===== config.mk =====
export PLATFORM = sky130hd
export DESIGN_NAME = axil_read_arbiter
export DESIGN_NICKNAME = d
export VERILOG_FILES = /design/src/rtl/axil_read_arbiter.sv
export SDC_FILE = /design/constraint.sdc
export NUM_CORES = 1
export LEC_CHECK = 0
export BUFFER_PORTS_ARGS = -buffer_cell sky130_fd_sc_hd__buf_4
export CAP_MARGIN = 20
export CORE_ASPECT_RATIO = 1.4
export CORE_MARGIN = 4
export CORE_UTILIZATION = 35
export DETAILED_ROUTE_END_ITERATION = 6
export PLACE_DENSITY_LB_ADDON = 0.12
export SLEW_MARGIN = 10
export SYNTH_ARGS = -nofsm -noshare
export SYNTH_HDL_FRONTEND = slang
export SYNTH_SLANG_ARGS = --single-unit

===== constraint.sdc =====
create_clock -name clk -period 2.3 [get_ports clk]
set_input_delay 0.46 -clock clk [delete_from_list [all_inputs] [get_ports clk]]
set_output_delay 0.46 -clock clk [all_outputs]
set_load 0.02 [all_outputs]

===== src/rtl/axil_read_arbiter.sv =====
// Round-robin arbiter sharing one AXI-Lite read master (AR + R) between NUM_REQ clients.
// One read in flight at a time: grant, address phase, data phase, then a response pulse.
module axil_read_arbiter #(
    parameter int unsigned NUM_REQ = 2,
    parameter int unsigned ADDR_W  = 32,
    parameter int unsigned DATA_W  = 32
) (
    input  logic                      clk,
    input  logic                      reset,
    input  logic [NUM_REQ-1:0]        req_valid,
    input  logic [NUM_REQ*ADDR_W-1:0] req_addr,
    output logic [NUM_REQ-1:0]        req_ready,
    output logic [NUM_REQ-1:0]        rsp_valid,
    output logic [DATA_W-1:0]         rsp_data,
    output logic                      rsp_error,
    output logic                      busy,
    output logic [ADDR_W-1:0]         araddr,
    output logic                      arvalid,
    input  logic                      arready,
    input  logic [DATA_W-1:0]         rdata,
    input  logic                      rvalid,
    output logic                      rready,
    input  logic [1:0]                rresp
);

    localparam int unsigned GW = (NUM_REQ > 1) ? $clog2(NUM_REQ) : 1;

    typedef enum logic [1:0] {
        IDLE = 2'd0,
        ADDR = 2'd1,
        DATA = 2'd2,
        RESP = 2'd3
    } state_t;

    state_t              state;
    state_t              state_next;
    logic [GW-1:0]       grant;
    logic [GW-1:0]       grant_next;
    logic [GW-1:0]       last_grant;
    logic [GW-1:0]       last_grant_next;
    logic [ADDR_W-1:0]   araddr_next;
    logic                arvalid_next;
    logic                rready_next;
    logic [NUM_REQ-1:0]  req_ready_next;
    logic [NUM_REQ-1:0]  rsp_valid_next;
    logic [DATA_W-1:0]   rsp_data_next;
    logic                rsp_error_next;
    logic                busy_next;

    logic                pick_found;
    logic [GW-1:0]       pick_idx;
    logic [ADDR_W-1:0]   addr_arr [NUM_REQ];

    for (genvar i = 0; i < NUM_REQ; i++) begin : g_addr
        assign addr_arr[i] = req_addr[i*ADDR_W +: ADDR_W];
    end

    // Round-robin search starting one past the last completed grant.
    always_comb begin
        logic [GW-1:0] cand;
        pick_found = 1'b0;
        pick_idx   = '0;
        for (int unsigned k = 1; k <= NUM_REQ; k++) begin
            cand = GW'((32'(last_grant) + k) % NUM_REQ);
            if (!pick_found && req_valid[cand]) begin
                pick_found = 1'b1;
                pick_idx   = cand;
            end
        end
    end

    always_ff @(posedge clk) begin
        if (reset) begin
            state <= IDLE;
        end else begin
            state <= state_next;
        end
    end

    // Next-state and next-output logic; pulses default low every cycle.
    always_comb begin
        state_next      = state;
        grant_next      = grant;
        last_grant_next = last_grant;
        araddr_next     = araddr;
        arvalid_next    = arvalid;
        rready_next     = rready;
        req_ready_next  = '0;
        rsp_valid_next  = '0;
        rsp_data_next   = rsp_data;
        rsp_error_next  = rsp_error;

        case (state)
            IDLE: begin
                if (pick_found) begin
                    grant_next               = pick_idx;
                    araddr_next              = addr_arr[pick_idx];
                    arvalid_next             = 1'b1;
                    req_ready_next[pick_idx] = 1'b1;
                    state_next               = ADDR;
                end
            end
            ADDR: begin
                if (arvalid && arready) begin
                    arvalid_next = 1'b0;
                    rready_next  = 1'b1;
                    state_next   = DATA;
                end
            end
            DATA: begin
                if (rvalid && rready) begin
                    rsp_data_next         = rdata;
                    rsp_error_next        = (rresp != 2'b00);
                    rready_next           = 1'b0;
                    rsp_valid_next[grant] = 1'b1;
                    last_grant_next       = grant;
                    state_next            = RESP;
                end
            end
            RESP: begin
                state_next = IDLE;
            end
            default: begin
                state_next = IDLE;
            end
        endcase

        busy_next = (state_next != IDLE);
    end

    always_ff @(posedge clk) begin
        if (reset) begin
            grant      <= '0;
            last_grant <= GW'(NUM_REQ - 1);
            araddr     <= '0;
            arvalid    <= 1'b0;
            rready     <= 1'b0;
            req_ready  <= '0;
            rsp_valid  <= '0;
            rsp_data   <= '0;
            rsp_error  <= 1'b0;
            busy       <= 1'b0;
        end else begin
            grant      <= grant_next;
            last_grant <= last_grant_next;
            araddr     <= araddr_next;
            arvalid    <= arvalid_next;
            rready     <= rready_next;
            req_ready  <= req_ready_next;
            rsp_valid  <= rsp_valid_next;
            rsp_data   <= rsp_data_next;
            rsp_error  <= rsp_error_next;
            busy       <= busy_next;
        end
    end

endmodule


==> flow_summary.html, run 1 <==
<table>
<tr><th>Metric</th><th>Value</th></tr>
<tr><th colspan="2">Clock tree</th></tr>
<tr><td>Total CTS buffers</td><td>9</td></tr>
<tr><td>Count of hold-fix buffers inserted at cts</td><td>0</td></tr>
<tr><td>H-Tree Level Count</td><td>3</td></tr>
<tr><td>Clock-pin slew on the worst setup and hold paths</td><td>~50 ps</td></tr>
<tr><td>Maximum number of buffers from clock root to sink</td><td>2</td></tr>
<tr><td>CTS Sinks</td><td>76</td></tr>
<tr><td>Clk root buf</td><td>clkbuf_16</td></tr>
<tr><td>CTS tree</td><td>built</td></tr>
<tr><td>Total of cells resized after clock tree synthesis</td><td>0</td></tr>
<tr><td>Worst-skew pair later-pin latency</td><td>approximately 330 ps</td></tr>
<tr><td>Setup bufs post-CTS</td><td>0</td></tr>
<tr><th colspan="2">Hold path</th></tr>
<tr><td>Critical hold path startpoint</td><td>rdata[21]</td></tr>
<tr><td>Min-Delay Endpoint</td><td>rsp_data[21]</td></tr>
<tr><td>Worst hold path stage count</td><td>2</td></tr>
<tr><td>Class of the tightest hold or removal check</td><td>input port to register</td></tr>
<tr><th colspan="2">Timing</th></tr>
<tr><td>Final number of max-transition violations</td><td>0</td></tr>
<tr><td>Slew at the pin with the worst max-slew slack</td><td>approximately 670 ps</td></tr>
<tr><td>RSZ-0062 raised after global routing</td><td>false</td></tr>
<tr><td>Total negative slack for setup checks</td><td>0 ps</td></tr>
<tr><td>Final worst slack</td><td>755 ps</td></tr>
<tr><td>Remaining max-slew budget at the tightest pin</td><td>a little under three fifths</td></tr>
<tr><td>Final hold vios</td><td>0</td></tr>
<tr><td>Post-route clock period utilization</td><td>between 60% and 70%</td></tr>
<tr><td>Max Freq</td><td>about 0.65 GHz</td></tr>
<tr><td># setup viols final</td><td>0</td></tr>
<tr><td>Min cycle time layout</td><td>about 1500 ps</td></tr>
<tr><td>Worst setup skew after layout</td><td>roughly 9.6 ps</td></tr>
<tr><th colspan="2">Synthesis</th></tr>
<tr><td>Library cells used by synthesis</td><td>26</td></tr>
<tr><td>Number of nets in the synthesized netlist</td><td>405</td></tr>
<tr><td>Average cell area after synthesis</td><td>between 10 and 15 µm²</td></tr>
<tr><td>Syn. warnings</td><td>0</td></tr>
<tr><td>Sequential fraction of the synthesis area</td><td>around 50%</td></tr>
<tr><td>Post-Synthesis Cells</td><td>about 300</td></tr>
<tr><td>Fraction of registers with async set/reset</td><td>0%</td></tr>
<tr><td>Post-synth design cell area</td><td>3040 µm²</td></tr>
<tr><td>Top flip-flop cell by instance count after synthesis</td><td>dfxtp_1</td></tr>
<tr><td>Post-synthesis sequential element count</td><td>76</td></tr>
<tr><td>Count of flip-flops with a built-in enable after synthesis</td><td>0</td></tr>
<tr><th colspan="2">Floorplanning</th></tr>
<tr><td>Row count</td><td>40</td></tr>
<tr><td>Total die area</td><td>10300 µm²</td></tr>
<tr><td>Die W</td><td>slightly below 90 µm</td></tr>
<tr><td>I/O pin total</td><td>176</td></tr>
<tr><td>Core Region</td><td>about 8500 µm²</td></tr>
<tr><td>Initial cell density of the core</td><td>a little over a third</td></tr>
<tr><td>Floorplan die height</td><td>between 100 and 150 µm</td></tr>
<tr><th colspan="2">Global route</th></tr>
<tr><td>Largest net degree at the start of global routing</td><td>34</td></tr>
<tr><td>Vias in the first global route</td><td>2978</td></tr>
<tr><td>All-layer global routing usage</td><td>around 17%</td></tr>
<tr><td>Remaining global-route overflow</td><td>0</td></tr>
<tr><td>First-pass GRT wire length</td><td>14100 µm</td></tr>
<tr><td>Antenna violations before repair</td><td>0</td></tr>
<tr><th colspan="2">Critical path</th></tr>
<tr><td>Maximum single-stage delay on the critical path</td><td>about 530 ps</td></tr>
<tr><td>RR Endpoint</td><td>araddr[2]</td></tr>
<tr><td>Slack of the worst reg-to-reg path</td><td>about 750 ps</td></tr>
<tr><td>Maximum net fanout on the critical path</td><td>32</td></tr>
<tr><td>Type of element capturing the critical path</td><td>register</td></tr>
<tr><td>Critical Path AT</td><td>~1700 ps</td></tr>
<tr><td>Startpoint type of the worst setup path</td><td>register</td></tr>
<tr><td>Worst-case reg-to-reg path depth</td><td>4</td></tr>
<tr><td>Setup Crit Path Kind</td><td>register to register</td></tr>
<tr><td>Data required time at the worst endpoint</td><td>roughly 2500 ps</td></tr>
<tr><td>Reg-to-reg startpoint</td><td>state[1]</td></tr>
<tr><td>Cell Chain, Critical Path</td><td>nor2_2 -&gt; buf_4 -&gt; and2_4 -&gt; a311oi_2</td></tr>
<tr><td>Sum of buffers and inverters on the critical path</td><td>1</td></tr>
<tr><td>Slowest cell on crit path</td><td>and2_4</td></tr>
<tr><td>Largest delay contributor family on the critical path</td><td>simple AND/OR/NAND/NOR gates</td></tr>
<tr><th colspan="2">Routing</th></tr>
<tr><td>Post-route DRC</td><td>0</td></tr>
<tr><td>Total via count in the routed design</td><td>a little under 3000</td></tr>
<tr><td>Drt wl/cell</td><td>about 15 µm</td></tr>
<tr><td>Wirelength, routed</td><td>8910 µm</td></tr>
<tr><td>Number of detailed-route iterations in the first pass</td><td>4</td></tr>
<tr><td>Final ANT Viol Nets</td><td>0</td></tr>
<tr><td>Drt via density</td><td>about 5</td></tr>
<tr><td>Number of DRC markers in iteration 0</td><td>about 110</td></tr>
<tr><th colspan="2">Power and ir drop</th></tr>
<tr><td>Net load switching power</td><td>887 µW</td></tr>
<tr><td>Part of the power in registers</td><td>roughly two fifths</td></tr>
<tr><td>Clock network fraction of design power</td><td>between 40% and 50%</td></tr>
<tr><td>Peak supply drop</td><td>roughly 0.00043 V</td></tr>
<tr><td>Lkg Pwr</td><td>between 2 and 2.5 nW</td></tr>
<tr><td>Logic gate share of total power</td><td>a little under a fifth</td></tr>
<tr><td>Total power divided by cell area</td><td>approximately 750 nW/µm²</td></tr>
<tr><td>Post-layout power</td><td>approximately 3.6 mW</td></tr>
<tr><td>Sw Share</td><td>roughly a quarter</td></tr>
<tr><td>Power Internal</td><td>between 2 and 3 mW</td></tr>
<tr><th colspan="2">Run status</th></tr>
<tr><td>Run status</td><td>finished, final reports clean</td></tr>
<tr><th colspan="2">Run</th></tr>
<tr><td>Max-Cap Viols</td><td>0</td></tr>
<tr><th colspan="2">Placed design</th></tr>
<tr><td>Post-Place Worst Slack</td><td>546 ps</td></tr>
<tr><td>Estimated wirelength of the detail-placed design</td><td>about 6400 µm</td></tr>
<tr><td>Routability Congestion</td><td>between 0.7 and 0.8</td></tr>
<tr><td># port buffers</td><td>between 150 and 200</td></tr>
<tr><th colspan="2">Layout</th></tr>
<tr><td>Most frequent cells in the layout</td><td>buf_4, dfxtp_1, nand2_1</td></tr>
<tr><td>Share of final-layout standard cells stronger than drive strength 1</td><td>roughly half</td></tr>
<tr><td>Fin nets</td><td>571</td></tr>
<tr><td>Total inserted antenna cells</td><td>0</td></tr>
<tr><td>Leading cell type in the layout, fill and taps excluded</td><td>buf_4</td></tr>
<tr><td>Synth-to-Final Area Change</td><td>55.1%</td></tr>
</table>
-- per-layer routing --
| metal | track usage (%) | routed length (µm) | vias to the layer above |
|---|---|---|---|
| met5 | 0 | 0 | - |
| met4 | 4.97 | 56 | 0 |
| met3 | 5.37 | 727 | 5 |
| met2 | 29.6 | 4460 | 119 |
| met1 | 19.7 | 3660 | 1360 |
| li1 | - | - | 1427 |
-- state kept, by name, summed over array words and instances, names as in the netlist --
register and cells:
grant 1, rsp_valid 2, busy 1, rsp_error 1, state 2, araddr 32, rready 1, req_ready 2
arvalid 1, rsp_data 32, last_grant 1
-- cell usage after synthesis, types with 2 or more instances --
library cell  count  area share (%)
nor3_1            6            0.99
a21oi_1          36             5.9
nor2b_1           3            0.62
a22o_1           32             9.2
buf_2             9             1.5
clkbuf_1         15             1.9
buf_6             5             1.9
nand3_1           2            0.33
dfxtp_1          76              50
a31oi_1           2            0.41
nand2b_1          2            0.41
a311oi_1          2            0.58
inv_1             3            0.37
a311oi_2         30              15
nand2_1          67             8.3
-- stage by stage --
step	instances	instance area (µm²)	utilization [%]	hold slack (ps)
3_3_place_gp	561	4400	51.8	434
4_1_cts	575	4710	55.4	339
2_1_floorplan	301	3040	-	413
5_1_grt	575	4710	55.4	346
6_report	575	4710	55.4	351
3_5_place_dp	561	4400	51.8	438
-- power groups by stage --
| stage | clock [mW] | sequential (mW) | combinational, mW |
|---|---|---|---|
| 6_report | 1.43 | 1.44 | 0.681 |
| 5_1_grt | 1.53 | 1.45 | 0.735 |
| 4_1_cts | 1.47 | 1.44 | 0.691 |
| 3_5_place_dp | 0 | 1.47 | 0.691 |
| 3_3_place_gp | 0 | 1.47 | 0.685 |
| 2_1_floorplan | 0 | 1.56 | 0.300 |
-- logic make-up after synthesis --
logic type / count (synthesis) / share of synthesized area (%)
AO/OA/AOI/OAI: 107 / 32.3
AND/OR/NAND/NOR: 85 / 11.9
flip-flops: 76 / 50.0
buffers and inverters: 33 / 5.68
-- worst max-delay path by stage --
| stage | startpoint | endpoint | slack (ps) | depth (start not counted) |
|---|---|---|---|---|
| final | state[1] | araddr[2] | 750 | 4 |
| after global routing | state[1] | araddr[1] | 620 | 4 |
| after CTS | state[1] | araddr[2] | 720 | 4 |
| after detailed placement | req_valid[1] | araddr[26] | 550 | 4 |
| after global placement | req_valid[1] | araddr[1] | 600 | 4 |
| after floorplan | req_valid[0] | araddr[10] | 830 | 6 |
-- layout make-up --
type,instances,area [µm²]
Inverter,3,11.3
Timing Repair Buffer,185,1390
Fill cell,805,3790
Multi-Input combinational cell,192,1350
Tap cell,105,131
Clock inverter,1,30.0
Sequential cell,76,1520
Clock buffer,13,280
Note: power is estimated with default switching activity, not from simulation.
==> run 2, diff against run 1 <==
==> constraint.sdc (replaced) <==
create_clock -name clk -period 1.4 [get_ports clk]
set_input_delay 0.28 -clock clk [delete_from_list [all_inputs] [get_ports clk]]
set_output_delay 0.28 -clock clk [all_outputs]
set_load 0.02 [all_outputs]
==> flow_summary.html, run 2 (synthesized netlist as in run 1, its figures left out) <==
<table>
<tr><th>Metric</th><th>Value</th></tr>
<tr><th colspan="2">Run status</th></tr>
<tr><td>Run status</td><td>finished, final reports clean (unchanged)</td></tr>
<tr><th colspan="2">Critical path</th></tr>
<tr><td>Setup Crit Path Kind</td><td>register to register (unchanged)</td></tr>
<tr><td>Startpoint type of the worst setup path</td><td>register (unchanged)</td></tr>
<tr><td>Data required time at the worst endpoint</td><td>1660 ps (was 2470 ps)</td></tr>
<tr><td>Worst-case reg-to-reg path depth</td><td>4 (unchanged)</td></tr>
<tr><td>Maximum net fanout on the critical path</td><td>32 (unchanged)</td></tr>
<tr><td>Critical Path AT</td><td>1540 ps (was 1720 ps)</td></tr>
<tr><td>Type of element capturing the critical path</td><td>register (unchanged)</td></tr>
<tr><th colspan="2">Global route</th></tr>
<tr><td>Vias in the first global route</td><td>2988 (was 2978)</td></tr>
<tr><td>Antenna violations before repair</td><td>0 (unchanged)</td></tr>
<tr><td>Remaining global-route overflow</td><td>0 (unchanged)</td></tr>
<tr><td>Largest net degree at the start of global routing</td><td>35 (was 34)</td></tr>
<tr><td>All-layer global routing usage</td><td>17.2% (was 17.1%)</td></tr>
<tr><td>First-pass GRT wire length</td><td>14000 µm (was 14100 µm)</td></tr>
<tr><th colspan="2">Timing</th></tr>
<tr><td>Min cycle time layout</td><td>1270 ps (was 1550 ps)</td></tr>
<tr><td>RSZ-0062 raised after global routing</td><td>false (unchanged)</td></tr>
<tr><td>Worst setup skew after layout</td><td>7.94 ps (was 9.55 ps)</td></tr>
<tr><td>Max Freq</td><td>0.785 GHz (was 0.647 GHz)</td></tr>
<tr><td>Slew at the pin with the worst max-slew slack</td><td>240 ps (was 670 ps)</td></tr>
<tr><td>Post-route clock period utilization</td><td>90.9% (was 67.2%)</td></tr>
<tr><td>Remaining max-slew budget at the tightest pin</td><td>83.9% (was 55.4%)</td></tr>
<tr><td># setup viols final</td><td>0 (unchanged)</td></tr>
<tr><td>Final number of max-transition violations</td><td>0 (unchanged)</td></tr>
<tr><td>Total negative slack for setup checks</td><td>0 ps (unchanged)</td></tr>
<tr><td>Final hold vios</td><td>0 (unchanged)</td></tr>
<tr><td>Worst hold-check slack</td><td>168 ps (was 351 ps)</td></tr>
<tr><th colspan="2">Clock tree</th></tr>
<tr><td>Maximum number of buffers from clock root to sink</td><td>2 (unchanged)</td></tr>
<tr><td>CTS tree</td><td>built (unchanged)</td></tr>
<tr><td>Clock-pin slew on the worst setup and hold paths</td><td>60 ps (was 50 ps)</td></tr>
<tr><td>Setup bufs post-CTS</td><td>0 (unchanged)</td></tr>
<tr><td>H-Tree Level Count</td><td>3 (unchanged)</td></tr>
<tr><td>Worst-skew pair later-pin latency</td><td>330 ps (about the same)</td></tr>
<tr><td>Total CTS buffers</td><td>9 (unchanged)</td></tr>
<tr><td>CTS Sinks</td><td>76 (unchanged)</td></tr>
<tr><td>Clk root buf</td><td>clkbuf_16 (unchanged)</td></tr>
<tr><th colspan="2">Hold path</th></tr>
<tr><td>Class of the tightest hold or removal check</td><td>input port to register (unchanged)</td></tr>
<tr><td>Worst hold path stage count</td><td>2 (unchanged)</td></tr>
<tr><th colspan="2">Floorplanning</th></tr>
<tr><td>Die W</td><td>86.8 µm (unchanged)</td></tr>
<tr><td>Initial cell density of the core</td><td>35.7% (unchanged)</td></tr>
<tr><td>Floorplan die height</td><td>118 µm (unchanged)</td></tr>
<tr><td>Core Region</td><td>8510 µm² (unchanged)</td></tr>
<tr><td>Row count</td><td>40 (unchanged)</td></tr>
<tr><td>Total die area</td><td>10300 µm² (unchanged)</td></tr>
<tr><td>I/O pin total</td><td>176 (unchanged)</td></tr>
<tr><th colspan="2">Power and ir drop</th></tr>
<tr><td>Total power divided by cell area</td><td>1200 nW/µm² (was 754 nW/µm²)</td></tr>
<tr><td>Peak supply drop</td><td>0.000635 V (was 0.000430 V)</td></tr>
<tr><td>Lkg Pwr</td><td>2.22 nW (was 2.15 nW)</td></tr>
<tr><th colspan="2">Layout</th></tr>
<tr><td>Most frequent cells in the layout</td><td>buf_4, dfxtp_1, nand2_1 (unchanged)</td></tr>
<tr><td>Synth-to-Final Area Change</td><td>59.1% (was 55.1%)</td></tr>
<tr><td>Leading cell type in the layout, fill and taps excluded</td><td>buf_4 (unchanged)</td></tr>
<tr><td>Total inserted antenna cells</td><td>0 (unchanged)</td></tr>
<tr><td>Count of fill cells added during filler insertion</td><td>791 (was 805)</td></tr>
<tr><td>Largest regs</td><td>araddr (32), rsp_data (32) (unchanged)</td></tr>
<tr><td>Fin nets</td><td>578 (was 571)</td></tr>
<tr><td>Share of final-layout standard cells stronger than drive strength 1</td><td>51.1% (was 50.2%)</td></tr>
<tr><th colspan="2">Placed design</th></tr>
<tr><td>Routability Congestion</td><td>0.781 (was 0.740)</td></tr>
<tr><td># port buffers</td><td>175 (unchanged)</td></tr>
<tr><td>Estimated wirelength of the detail-placed design</td><td>6790 µm (was 6450 µm)</td></tr>
<tr><th colspan="2">Run</th></tr>
<tr><td>Max-Cap Viols</td><td>0 (unchanged)</td></tr>
<tr><th colspan="2">Routing</th></tr>
<tr><td>Wirelength, routed</td><td>8920 µm (was 8910 µm)</td></tr>
<tr><td>Total via count in the routed design</td><td>2919 (was 2911)</td></tr>
<tr><td>Drt wl/cell</td><td>15.3 µm (was 15.5 µm)</td></tr>
<tr><td>Final ANT Viol Nets</td><td>0 (unchanged)</td></tr>
<tr><td>Number of DRC markers in iteration 0</td><td>88 (was 113)</td></tr>
<tr><td>Post-route DRC</td><td>0 (unchanged)</td></tr>
<tr><td>Drt via density</td><td>5.00 (was 5.06)</td></tr>
<tr><td>Number of detailed-route iterations in the first pass</td><td>4 (unchanged)</td></tr>
</table>
[run 2: cell types whose count changed in the layout (fill, tap and decap cells not counted), sizes merged]
| cell | delta |
|---|---|
| buf | +7 |
| clkbuf | -3 |
| clkinv | +4 |
| clkinvlp | +1 |
[run 2: timing repair]
action | in CTS | in global routing
resized for setup | 0 | 2
endpoints found under the setup margin | 0 | 8
hold buffers | 0 | 0
[run 2: per-stage QoR]
step | cell area, µm² | util (%) | cells | total power, mW | setup slack (ps)
floorplan | 3040 | - | 301 | 3.05 | 5.61
global placement | 4530 | 53.3 | 568 | 3.59 | 67.7
detailed placement | 4530 | 53.3 | 568 | 3.61 | 28.4
CTS | 4830 | 56.7 | 584 | 5.87 | 53.3
global route | 4840 | 56.8 | 584 | 6.05 | 7.57
finish | 4840 | 56.8 | 584 | 5.79 | 127
[run 2: critical path: stages (launching register included)]
cell and delay [ps]:
dfxtp_1 390, nand4b_4 190, nor2b_2 270, buf_12 220, a22o_1 150
[run 2: final timing paths]
path / startpoint / to / slack (ps)
hold / removal: rdata[25] / rsp_data[25] / 170
hold reg to reg: grant / rsp_valid[0] / 440
setup reg to reg: state[0] / rsp_data[3] / 130
setup / recovery: state[0] / rsp_data[3] / 130
[run 2: layer usage]
layer / up-vias / GRT usage [%] / part of all wire, %
li1: 1446 / - / -
met1: 1348 / 19.2 / 38
met2: 114 / 30.2 / 52
met3: 11 / 4.04 / 8.0
met4: 0 / 7.60 / 1.5
met5: - / 0 / 0
[run 2: layout make-up]
type                            instances  area [µm²]  area share (%)
Inverter                                3        11.3           0.233
Multi-Input combinational cell        192        1360            28.1
Tap cell                              105         131            2.72
Timing Repair Buffer                  192        1520            31.4
Clock buffer                           10         229            4.73
Sequential cell                        76        1520            31.5
Clock inverter                          6        65.1            1.35
[run 2: power breakdown]
group | switching, mW | internal, mW
clock | 0.862 | 1.38
sequential | 0.0803 | 2.30
combinational | 0.587 | 0.586
